## config.mk

```make
export PLATFORM = sky130hd
export DESIGN_NAME = serial_operand_feeder
export DESIGN_NICKNAME = d
export VERILOG_FILES = /design/src/rtl/serial_operand_feeder.sv
export SDC_FILE = /design/constraint.sdc
export NUM_CORES = 1
export LEC_CHECK = 0
export ABC_CLOCK_PERIOD_IN_PS = 2100
export BUFFER_PORTS_ARGS = -buffer_cell sky130_fd_sc_hd__buf_2
export CAP_MARGIN = 20
export CORE_MARGIN = 2
export CORE_UTILIZATION = 55
export DETAILED_ROUTE_END_ITERATION = 12
export PLACE_DENSITY_LB_ADDON = 0.3
export SLEW_MARGIN = 0
export SYNTH_ARGS = -nofsm -noshare
export SYNTH_HDL_FRONTEND = slang
export SYNTH_SLANG_ARGS = --single-unit
```

## constraint.sdc

```tcl
create_clock -name clk -period 2.1 [get_ports clk]
set_input_delay 0.21 -clock clk [delete_from_list [all_inputs] [get_ports clk]]
set_output_delay 0.21 -clock clk [all_outputs]
set_load 0.05 [all_outputs]
```

## src/rtl/serial_operand_feeder.sv

```systemverilog
// serial_operand_feeder: accepts an operand pair, emits one carry-flush bit,
// then streams both operands LSB-first with framing strobes to a bit-serial adder.
module serial_operand_feeder #(
    parameter int WIDTH = 8
) (
    input  logic             clk,
    input  logic             aresetn,
    input  logic             in_valid,
    output logic             in_ready,
    input  logic [WIDTH-1:0] in_a,
    input  logic [WIDTH-1:0] in_b,
    output logic             a,
    output logic             b,
    output logic             bit_valid,
    output logic             bit_last,
    output logic             busy
);
    localparam int CW = $clog2(WIDTH);
    localparam logic [CW-1:0] LAST = CW'(WIDTH - 1);
    localparam logic [CW-1:0] ONE  = CW'(1);

    typedef enum logic [1:0] {IDLE, FLUSH, SHIFT} state_t;

    state_t           r_state;
    logic [WIDTH-1:0] r_sa;
    logic [WIDTH-1:0] r_sb;
    logic [CW-1:0]    r_cnt;
    logic             r_a;
    logic             r_b;
    logic             r_bit_valid;
    logic             r_bit_last;
    logic             r_busy;
    logic             w_last;
    logic             w_hs;

    assign w_last    = (r_state == SHIFT) && (r_cnt == LAST);
    assign in_ready  = aresetn && ((r_state == IDLE) || w_last);
    assign w_hs      = in_valid && in_ready;
    assign a         = r_a;
    assign b         = r_b;
    assign bit_valid = r_bit_valid;
    assign bit_last  = r_bit_last;
    assign busy      = r_busy;

    // Outputs are registered, so each branch loads the values for the state being entered.
    always_ff @(posedge clk or negedge aresetn) begin
        if (!aresetn) begin
            r_state     <= IDLE;
            r_sa        <= '0;
            r_sb        <= '0;
            r_cnt       <= '0;
            r_a         <= 1'b0;
            r_b         <= 1'b0;
            r_bit_valid <= 1'b0;
            r_bit_last  <= 1'b0;
            r_busy      <= 1'b0;
        end else begin
            case (r_state)
                IDLE: begin
                    if (w_hs) begin
                        r_sa    <= in_a;
                        r_sb    <= in_b;
                        r_state <= FLUSH;
                        r_busy  <= 1'b1;
                    end
                end
                FLUSH: begin
                    r_state     <= SHIFT;
                    r_cnt       <= '0;
                    r_a         <= r_sa[0];
                    r_b         <= r_sb[0];
                    r_bit_valid <= 1'b1;
                    r_bit_last  <= 1'b0;
                end
                SHIFT: begin
                    if (r_cnt != LAST) begin
                        r_sa       <= r_sa >> 1;
                        r_sb       <= r_sb >> 1;
                        r_a        <= r_sa[1];
                        r_b        <= r_sb[1];
                        r_cnt      <= r_cnt + ONE;
                        r_bit_last <= (r_cnt + ONE) == LAST;
                    end else begin
                        r_a         <= 1'b0;
                        r_b         <= 1'b0;
                        r_bit_valid <= 1'b0;
                        r_bit_last  <= 1'b0;
                        r_cnt       <= '0;
                        if (w_hs) begin
                            r_sa    <= in_a;
                            r_sb    <= in_b;
                            r_state <= FLUSH;
                        end else begin
                            r_sa    <= r_sa >> 1;
                            r_sb    <= r_sb >> 1;
                            r_state <= IDLE;
                            r_busy  <= 1'b0;
                        end
                    end
                end
                default: r_state <= IDLE;
            endcase
        end
    end
endmodule

```

# Yosys cells after proc, flatten, opt, wreduce, memory -nomap -nowiden
# Index checks and enable logic that the tools add are counted.
# op_classes
n_addsub	1
n_eq_ne	8
mux	26
reduce_logical	11
# ops
op	n
$mux 8	6
$pmux 8 s2	2
$pmux 1 s2	5
$mux 1	8
$eq 3x3->1 const B	2
$ne 2x2->1 const B	3
$pmux 2 s3	1
$pmux 3 s2	1
$reduce_and 2->1	3
$mux 2	2
$reduce_and 4->1	1
$reduce_bool 2->1	2
$add 3x1->3 const B	1
$logic_and 1x1->1	3
$mux 3	1
$ne 3x3->1 const B	1
$eq 2x1->1 const B	1
$eq 2x2->1 const B	1
$logic_not 2->1	1
$logic_or 1x1->1	1
# totals
register_bits	26
inputBits	19
out_inout_bits	6

# Longest topological paths before layout
# Gate-level depths: netlist of the first run.
# depth
depth_word	8
depth_mapped	8
depth_no_buf	5

# Worst setup path before layout of the first run
# Ideal clock, no wire load.
# synth_timing
path_type	reg2out
start	reg r_state[0]
end	out in_ready
arrival_time_ps	1683
t_required_ps	1890
path_slack_ps	207
stages_incl_launch_ff	6
n_path_buf	1
path_cell_list	dfrtp_1 -> inv_1 -> ha_1 -> clkbuf_1 -> a21oi_1 -> nor2b_1
# synth_between
elab_chain_len	4
elab_cells_between_ends	5
classes_between	eq/ne (1); reduce/logical (4)
# synth_lines
element	line_no	rtl
from (decl)	24	state_t r_state;
from (signal assigned)	48	r_state <= IDLE;
from (signal assigned)	63	r_state <= FLUSH;
from (signal assigned)	68	r_state <= SHIFT;
$eq 2x2->1	36	assign w_last = (r_state == SHIFT) && (r_cnt == LAST);
$logic_and 1x1->1	36	
$logic_or 1x1->1 *	37	assign in_ready = aresetn && ((r_state == IDLE) || w_last);
$logic_and 1x1->1 *	37	
to (decl)	9	output logic in_ready,
# Mark *: on every way between the ends. The rest lies on a longest branch, timed or not.

# Final worst setup path of the first run
# Same ends and word-level chain as after synthesis.

==> results of run 1 <==
[layout by cell type, fill, tap and decap left out, types with 2 or more instances in the layout]
| cell | n |
|---|---|
| a22o_1 | 2 |
| o211ai_1 | 2 |
| a221oi_1 | 2 |
| a31oi_1 | 15 |
| nand4_1 | 3 |
| dfrtp_1 | 26 |
| o21ai_0 | 19 |
| ha_1 | 6 |
| nand3_1 | 19 |
| nor2_1 | 6 |
| inv_1 | 7 |
| and3_1 | 2 |
| nor3_1 | 14 |
| buf_4 | 5 |
| a21oi_1 | 3 |
| buf_2 | 24 |
| clkbuf_4 | 3 |
| nand2_1 | 3 |
| nor2b_1 | 5 |
[report_power, final]
group	internal, mW	switching, mW	leakage [nW]
combinational	0.338	0.558	0.355
clock	0.106	0.152	0.0210
sequential	0.698	0.132	0.302
[per-layer routing]
layer	up-vias	track usage	share of wire
met3	2	0.0376	0.058
li1	616	-	-
met5	-	0	0
met1	594	0.332	0.45
met4	0	0.0772	0.0049
met2	43	0.381	0.49
[kinds of logic (layout without fill, tap and decap cells)]
logic type,after synthesis,count (layout),synth area share
compound gates,45,45,0.191
fa+ha+maj,7,7,0.0614
buf+inv,21,41,0.0746
mux,2,2,0.0149
flops,26,26,0.456
simple gates,56,56,0.202
[synth_stat cells, drive strengths merged, types with 2 or more instances]
library cell  instances
dfrtp                26
nand3                19
o21ai                19
a31oi                16
nor3                 14
buf                   7
clkbuf                7
ha                    7
inv                   7
nor2                  6
nor2b                 5
a21oi                 3
nand2                 3
nand4                 3
a221oi                2
a22o                  2
and3                  2
o211ai                2
[registers in the layout, summed over array words and instances (netlist names)]
signal / flops
a: 1
bit_last: 1
busy: 1
r_cnt: 3
r_state: 2
b: 1
bit_valid: 1
r_sb: 8
r_sa: 8
[metrics by stage]
stage / instances / util / power, mW
global route: 207 / 0.642 / 2.13
CTS: 207 / 0.641 / 1.98
finish: 207 / 0.642 / 1.98
global placement: 202 / 0.622 / 1.67
detailed placement: 202 / 0.622 / 1.72
floorplan: 157 / - / 1.52
[worst paths after layout]
path                                         from                     to  slack [ns]  cells after the start
min in group asynchronous                 aresetn    r_sb[6]$_DFFE_PN0P_        0.32                      2
max                        r_state[0]$_DFFE_PN0P_               in_ready        0.15                      5
min reg2reg                 bit_valid$_DFFE_PN0P_  bit_valid$_DFFE_PN0P_        0.51                      2
min                                       in_a[2]    r_sa[2]$_DFFE_PN0P_        0.14                      3
max in group asynchronous                 aresetn          a$_DFFE_PN0P_        1.25                      3
max reg2reg                  r_cnt[1]$_DFFE_PN0P_    r_sa[4]$_DFFE_PN0P_        0.25                      5
[cell type report]
type | instances | area [um2] | share of cell area
multi-input combinational | 110 | 672 | 0.423
clock buffer | 4 | 36.3 | 0.0228
tap | 30 | 37.5 | 0.0236
timing repair buffer | 30 | 168 | 0.105
inverter | 7 | 26.3 | 0.0165
sequential | 26 | 651 | 0.409
[worst max-delay path: cells and delay by family, from the launching register on]
family | cells | cell delay [ns]
AOI/OAI and AO/OA | 1 | 0.07
adders and majority gates | 1 | 0.42
buffers and inverters | 2 | 0.39
DFF | 1 | 0.42
and+or+nand+nor | 1 | 0.11
[what timing repair did]
item,CTS,global route
hold buffers,1,0
endpoints found under the setup margin,0,15
resized for setup,0,2
hold endpoints to repair,12,0
==> results.py, run 1 <==
metrics = {
    "synthesis": {
        "synth.top_cell.area_share": 0.456,
        "yosysSeqAreaShare": 0.456,
        "synth-async-reset-ratio": 1.00,
        "yosys.area.top_type": "dfrtp_1",
        "avgSynthCellArea_um2": 9.09,
        "yosys_warnings": 0,
        "synth-main-ff-cell": "dfrtp_1",
        "post_synth_num_cell_types": 27,
        "netlist_area_um2": 1430,
        "ys_top_cells_by_area": "dfrtp_1 (46%), nand3_1 (6.7%), o21ai_0 (6.7%)",
        "synth_edf_count": 0,
        "syn_nets": 183,
        "syn-instance-count": 157,
        "ys_ff_latch": 26,
    },
    "power": {
        "leakage_nw": 0.677,
        "p_per_area_nw_per_um2": 1250,
        "peakVddDrop_uv": 805,
    },
    "die": {
        "die_x_um": 54.9,
        "die-area_um2": 3020,
        "io_pins": 25,
        "rows": 18,
        "die-height_um": 54.9,
        "initial_core_util": 0.576,
        "core_area_um2": 2480,
    },
    "worst_setup_path": {
        "path_cells": "inv_1, ha_1, a21oi_1, nor2b_1, buf_2",
        "critical_path_class": "register to output port",
        "cp.required_ns": 1.89,
        "slowest_stage": "dfrtp_1",
        "crit_fanout": 12,
        "cp.arrival_ns": 1.74,
        "start_kind": "register",
        "cpPeakStageDelay_ns": 0.42,
        "end_kind": "output port",
    },
    "timing": {
        "fmax_mhz": 513,
        "hold_violations": 0,
        "fin_tns_setup_ns": 0,
        "finalSetupViolations": 0,
        "holdWs_ns": 0.138,
        "rsz0062_at_grt": "no",
        "fin_skew_ns": 0.0102,
        "max-slew-margin-rel": 0.637,
        "period_needed_ns": 1.95,
        "worst-slew-pin-transition_ns": 0.544,
        "drv_slew": 0,
        "setup_slack_ns": 0.151,
        "period_share": 0.928,
    },
    "cells_and_area": {
        "n_fill_cell": 209,
        "stdcell_area_um2": 1590,
        "num-nets-final": 204,
        "syn2layout_area_growth_pct": 11.5,
        "drive_gt1_frac": 0.209,
        "n_antenna_cell": 0,
    },
    "clocking": {
        "cts_root_buf": "clkbuf_4",
        "clock_latency_ns": 0.32,
        "cts.path.max_buffers": 2,
        "cts.clk_slew.worst_paths_ns": 0.15,
        "post_cts_buffers": 0,
        "cts.sinks": 26,
        "numCtsBuffers": 3,
        "h-tree-depth": 1,
        "cts_tree": "yes",
    },
    "place": {
        "dp_slack_ns": 0.190,
        "io_buffer_count": 24,
        "globalplace.congestion": 0.805,
        "dpl-instance-area_um2": 1540,
        "dp_hpwl_um": 2260,
    },
    "global_route": {
        "antenna_found_initial": 0,
        "grt_start_max_net_pins": 21,
        "first_global_vias": 1145,
        "grt_overflow": 0,
        "grt_pass1_wl_um": 5190,
        "grt_usage": 0.238,
    },
    "routing": {
        "vias": 1255,
        "avgRoutedWirePerCell_um": 15.9,
        "viasPerCell": 6.06,
        "dr.pass1.iters": 4,
        "drcViolationCount": 0,
        "ant_nets": 0,
        "finalWirelength_um": 3290,
        "drt-initial-drc-count": 39,
    },
    "run_status": {
        "status": "completed",
    },
    "flow_run": {
        "cap_violations": 0,
    },
    "worst_hold_path": {
        "hold_class": "primary input to register",
    },
}
No activity file was read; power rests on OpenSTA's default activity.
==> run 2, diff against run 1 <==
Settings changed: RECOVER_POWER set to 50.
==> run 2 against run 1 <==
Net effect:
- cell count did not move
- flip-flop and latch count did not move
- final area fell by 0.39%
- worst hold slack got worse by 0.0026 ns
- clock skew rose by 0.0014 ns
- total power fell by 0.11%
- critical path type unchanged
- largest cell class unchanged
==> results.py, run 2 (synthesis gave the netlist of run 1 again) <==
metrics = {
    "worst_setup_path": {
        "startpoint": "r_state[0]$_DFFE_PN0P_",
        "crit_fanout": 12,
        "cp.arrival_ns": 1.74,
        "path_cells": "inv_1, ha_1, a21oi_1, nor2b_1, buf_2",
        "start_kind": "register",
        "critical_path_class": "register to output port",
        "r2r_start": "r_cnt[1]$_DFFE_PN0P_",
        "r2r_end": "r_sa[0]$_DFFE_PN0P_",
        "cp.required_ns": 1.89,
        "cpPeakStageDelay_ns": 0.42,
        "end_kind": "output port",
        "slowest_stage": "dfrtp_1",
        "rr_worst_depth": 5,
        "crit_end": "in_ready",
        "r2r_slack_ns": 0.24,
    },
    "die": {
        "initial_core_util": 0.576,
        "rows": 18,
        "die_x_um": 54.9,
        "die-height_um": 54.9,
        "io_pins": 25,
        "die-area_um2": 3020,
        "core_area_um2": 2480,
    },
    "timing": {
        "period_needed_ns": 1.95,
        "fin_skew_ns": 0.0116,
        "fmax_mhz": 513,
        "worst-slew-pin-transition_ns": 0.725,
        "finalSetupViolations": 0,
        "max-slew-margin-rel": 0.517,
        "period_share": 0.928,
        "setup_slack_ns": 0.151,
        "fin_tns_setup_ns": 0,
        "drv_slew": 0,
        "holdWs_ns": 0.135,
        "rsz0062_at_grt": "no",
        "hold_violations": 0,
    },
    "global_route": {
        "grt_start_max_net_pins": 21,
        "first_global_vias": 1145,
        "grt_usage": 0.238,
        "grt_overflow": 0,
        "antenna_found_initial": 0,
        "grt_pass1_wl_um": 5190,
    },
    "clocking": {
        "numCtsBuffers": 3,
        "clock_latency_ns": 0.32,
        "cts.path.max_buffers": 2,
        "h-tree-depth": 1,
        "cts_tree": "yes",
        "cts.clk_slew.worst_paths_ns": 0.15,
        "cts_root_buf": "clkbuf_4",
        "cts.sinks": 26,
    },
    "place": {
        "globalplace.congestion": 0.805,
        "dp_hpwl_um": 2260,
        "dp_slack_ns": 0.190,
        "io_buffer_count": 24,
        "dpl-instance-area_um2": 1540,
        "post-place-cells": 202,
    },
    "cells_and_area": {
        "mostFrequentLayoutCell": "dfrtp_1",
        "stdcell_area_um2": 1580,
        "reg_top3": "r_sa x8, r_sb x8, r_cnt x3",
        "final_util": 0.639,
        "num-nets-final": 204,
        "n_antenna_cell": 0,
        "syn2layout_area_growth_pct": 11.1,
        "mostFrequentLayoutCells": "dfrtp_1 (26), buf_2 (22), o21ai_0 (19), nand3_1 (19), a31oi_1 (15)",
        "drive_gt1_frac": 0.192,
        "fin_cells": 207,
    },
    "power": {
        "leakage_nw": 0.670,
        "p_per_area_nw_per_um2": 1250,
        "peakVddDrop_uv": 785,
        "p_total_mw": 1.98,
    },
    "routing": {
        "vias": 1261,
        "finalWirelength_um": 3280,
        "ant_nets": 0,
        "viasPerCell": 6.09,
        "drcViolationCount": 0,
        "avgRoutedWirePerCell_um": 15.9,
        "drt-initial-drc-count": 41,
        "dr.pass1.iters": 4,
    },
    "worst_hold_path": {
        "hold_class": "primary input to register",
        "min_from": "in_a[2]",
    },
    "flow_run": {
        "cap_violations": 0,
    },
    "run_status": {
        "status": "completed",
    },
}
[run 2: changes by cell type in the layout (fill, tap and decap cells not counted), sizes merged]
cell / previous run / this run
clkbuf: 4 / 7
buf: 29 / 26
[run 2: worst min-delay path by stage]
stage | end | cells past startpoint | slack [ns]
floorplan | a$_DFFE_PN0P_ | 0 | -0.09
global placement | r_cnt[1]$_DFFE_PN0P_ | 1 | 0.15
detailed placement | r_cnt[1]$_DFFE_PN0P_ | 1 | 0.16
CTS | r_sb[3]$_DFFE_PN0P_ | 3 | 0.14
global route | r_sb[6]$_DFFE_PN0P_ | 3 | 0.15
finish | r_sa[2]$_DFFE_PN0P_ | 3 | 0.14
[run 2: layout make-up]
type / count / area (um2)
clock buffer: 4 / 36.3
fill: 209 / 893
inverter: 7 / 26.3
multi-input combinational: 110 / 672
sequential: 26 / 651
tap: 30 / 37.5
timing repair buffer: 30 / 161
[run 2: where the power goes]
part | switching [mW] | internal [mW]
Clock | 0.153 | 0.106
Sequential | 0.133 | 0.698
Combinational | 0.557 | 0.334
[run 2: worst max-delay path, delay by kind of cell (launching register included)]
kind | cells | cell delay (ns)
flops | 1 | 0.42
fa+ha+maj | 1 | 0.41
buf+inv | 2 | 0.40
simple gates | 1 | 0.11
compound gates | 1 | 0.07
[run 2: routing by layer]
layer,up-vias,track usage,share of wire
met5,-,0,0
met4,0,0.0772,0.0049
met3,2,0.0376,0.060
met2,42,0.381,0.48
met1,602,0.332,0.46
li1,615,-,-
[run 2: repair_timing]
action                                  CTS  global route
gates resized for setup                   0             2
endpoints found under the hold margin    12             0
buffers inserted                          0             0
hold buffers                              1             0
endpoints found under the setup margin    0            15
==> run 3, diff against run 2 <==
Settings changed: CORE_UTILIZATION 55 to 30.
==> run 3 against run 2 <==
Net effect:
- worst hold slack better by 0.063 ns
- non-clock buffer count is 3 higher
- clock skew is 0.0068 ns lower
- flip-flop and latch count stayed put
- final area is 4.7% higher
- register-to-register slack worse by 0.05 ns
- die area is 76% higher
- fmax is 1.4% higher
- critical path type unchanged
==> results.py, run 3 (synthesis gave the netlist of run 1 again) <==
metrics = {
    "cells_and_area": {
        "num-nets-final": 207,
        "mostFrequentLayoutCells": "dfrtp_1 (26), buf_2 (21), o21ai_0 (19), nand3_1 (19), a31oi_1 (15)",
        "fin_cells": 234,
        "n_antenna_cell": 0,
        "reg_top3": "r_sa x8, r_sb x8, r_cnt x3",
        "drive_gt1_frac": 0.200,
        "syn2layout_area_growth_pct": 16.2,
        "mostFrequentLayoutCell": "dfrtp_1",
    },
    "clocking": {
        "h-tree-depth": 1,
        "post_cts_buffers": 0,
        "cts_root_buf": "clkbuf_8",
        "cts.sinks": 26,
        "cts.path.max_buffers": 2,
        "cts.clk_slew.worst_paths_ns": 0.10,
        "numCtsBuffers": 3,
        "cts_tree": "yes",
        "clock_latency_ns": 0.28,
    },
    "timing": {
        "fin_tns_setup_ns": 0,
        "period_share": 0.916,
        "finalSetupViolations": 0,
        "period_needed_ns": 1.92,
        "rsz0062_at_grt": "no",
        "fin_skew_ns": 0.00475,
        "holdWs_ns": 0.198,
        "drv_slew": 0,
        "hold_violations": 0,
        "fmax_mhz": 520,
        "max-slew-margin-rel": 0.605,
        "worst-slew-pin-transition_ns": 0.594,
    },
    "place": {
        "post-place-cells": 229,
        "io_buffer_count": 24,
        "dp_hpwl_um": 2300,
        "globalplace.congestion": 0.719,
    },
    "power": {
        "p_per_area_nw_per_um2": 1250,
        "leakage_nw": 0.688,
        "peakVddDrop_uv": 385,
    },
    "worst_setup_path": {
        "start_kind": "register",
        "path_cells": "inv_1, ha_1, a21oi_1, nor2b_1, buf_2",
        "slowest_stage": "dfrtp_1",
        "end_kind": "output port",
        "r2r_end": "r_sa[3]$_DFFE_PN0P_",
        "r2r_slack_ns": 0.19,
        "crit_fanout": 12,
        "crit_end": "in_ready",
        "r2r_start": "r_state[0]$_DFFE_PN0P_",
        "cp.arrival_ns": 1.71,
        "cp.required_ns": 1.89,
        "startpoint": "r_state[0]$_DFFE_PN0P_",
        "cpPeakStageDelay_ns": 0.41,
        "critical_path_class": "register to output port",
        "rr_worst_depth": 5,
    },
    "routing": {
        "drcViolationCount": 0,
        "viasPerCell": 5.22,
        "ant_nets": 0,
        "dr.pass1.iters": 4,
        "vias": 1221,
        "drt-initial-drc-count": 95,
        "avgRoutedWirePerCell_um": 14.7,
        "finalWirelength_um": 3440,
    },
    "die": {
        "io_pins": 25,
        "core_area_um2": 4660,
        "die_x_um": 73.0,
        "die-area_um2": 5320,
        "initial_core_util": 0.306,
        "die-height_um": 73.0,
        "rows": 25,
    },
    "global_route": {
        "grt_pass1_wl_um": 5380,
        "grt_overflow": 0,
        "antenna_found_initial": 0,
        "grt_usage": 0.130,
        "grt_start_max_net_pins": 21,
        "first_global_vias": 1066,
    },
    "worst_hold_path": {
        "hold_class": "primary input to register",
    },
    "run_status": {
        "status": "completed",
    },
    "flow_run": {
        "cap_violations": 0,
    },
}
==> run 3: changes by cell type in the layout (fill, tap and decap cells not counted) <==
cell      change
buf_2         -1
buf_4         +4
clkbuf_4      -3
clkbuf_8      +3
or2_1         +1
or2_2         -1
==> run 3: critical path, delay by kind of cell, from the launching register on <==
| kind | cells | cell delay [ns] |
|---|---|---|
| compound gates | 1 | 0.08 |
| buf+inv | 2 | 0.39 |
| flops | 1 | 0.41 |
| simple gates | 1 | 0.14 |
| fa+ha+maj | 1 | 0.40 |
==> run 3: layer usage <==
metal,vias to the layer above,wire [um],GRT usage
met3,5,125,0.0235
met5,-,0,0
li1,617,-,-
met1,575,1800,0.193
met2,24,1460,0.186
met4,0,53,0.0494
==> run 3: cell type report <==
cell class / count / area [um2]
clock buffers: 4 / 55.1
fillers: 494 / 3000
inverters: 7 / 26.3
repair buffers: 33 / 186
flip-flops and latches: 26 / 651
well taps: 54 / 67.6
multi-input cells: 110 / 672
==> run 3: worst min path at each step <==
stage	startpoint	slack (ns)	endpoint	cells past startpoint
finish	in_a[4]	0.20	r_sa[4]$_DFFE_PN0P_	3
global route	in_b[0]	0.21	r_sb[0]$_DFFE_PN0P_	3
CTS	in_a[4]	0.20	r_sa[4]$_DFFE_PN0P_	3
detailed placement	aresetn	0.10	r_sa[3]$_DFFE_PN0P_	1
global placement	aresetn	0.10	r_sa[4]$_DFFE_PN0P_	1
floorplan	aresetn	-0.09	a$_DFFE_PN0P_	0
==> run 3: timing repair <==
action / in CTS / in global routing
setup endpoints to repair: 0 / 1
resized for setup: 0 / 1
endpoints found under the hold margin: 7 / 0
hold buffers: 1 / 0
==> run 3: stage by stage <==
stage,instance area [um2],utilization,power [mW],setup slack [ns]
after CTS,1660,0.356,2.08,0.131
final,1660,0.356,2.08,0.177
after floorplan,1430,-,1.52,0.207
after global placement,1590,0.342,1.73,0.281
after detailed placement,1590,0.342,1.74,0.236
after global routing,1660,0.356,2.23,0.0645
==> run 3: where the power goes <==
part / total (mW) / switching (mW) / internal [mW]
Combinational: 0.905 / 0.555 / 0.350
Clock: 0.345 / 0.177 / 0.168
Sequential: 0.827 / 0.127 / 0.699
Total: 2.08 / 0.859 / 1.22
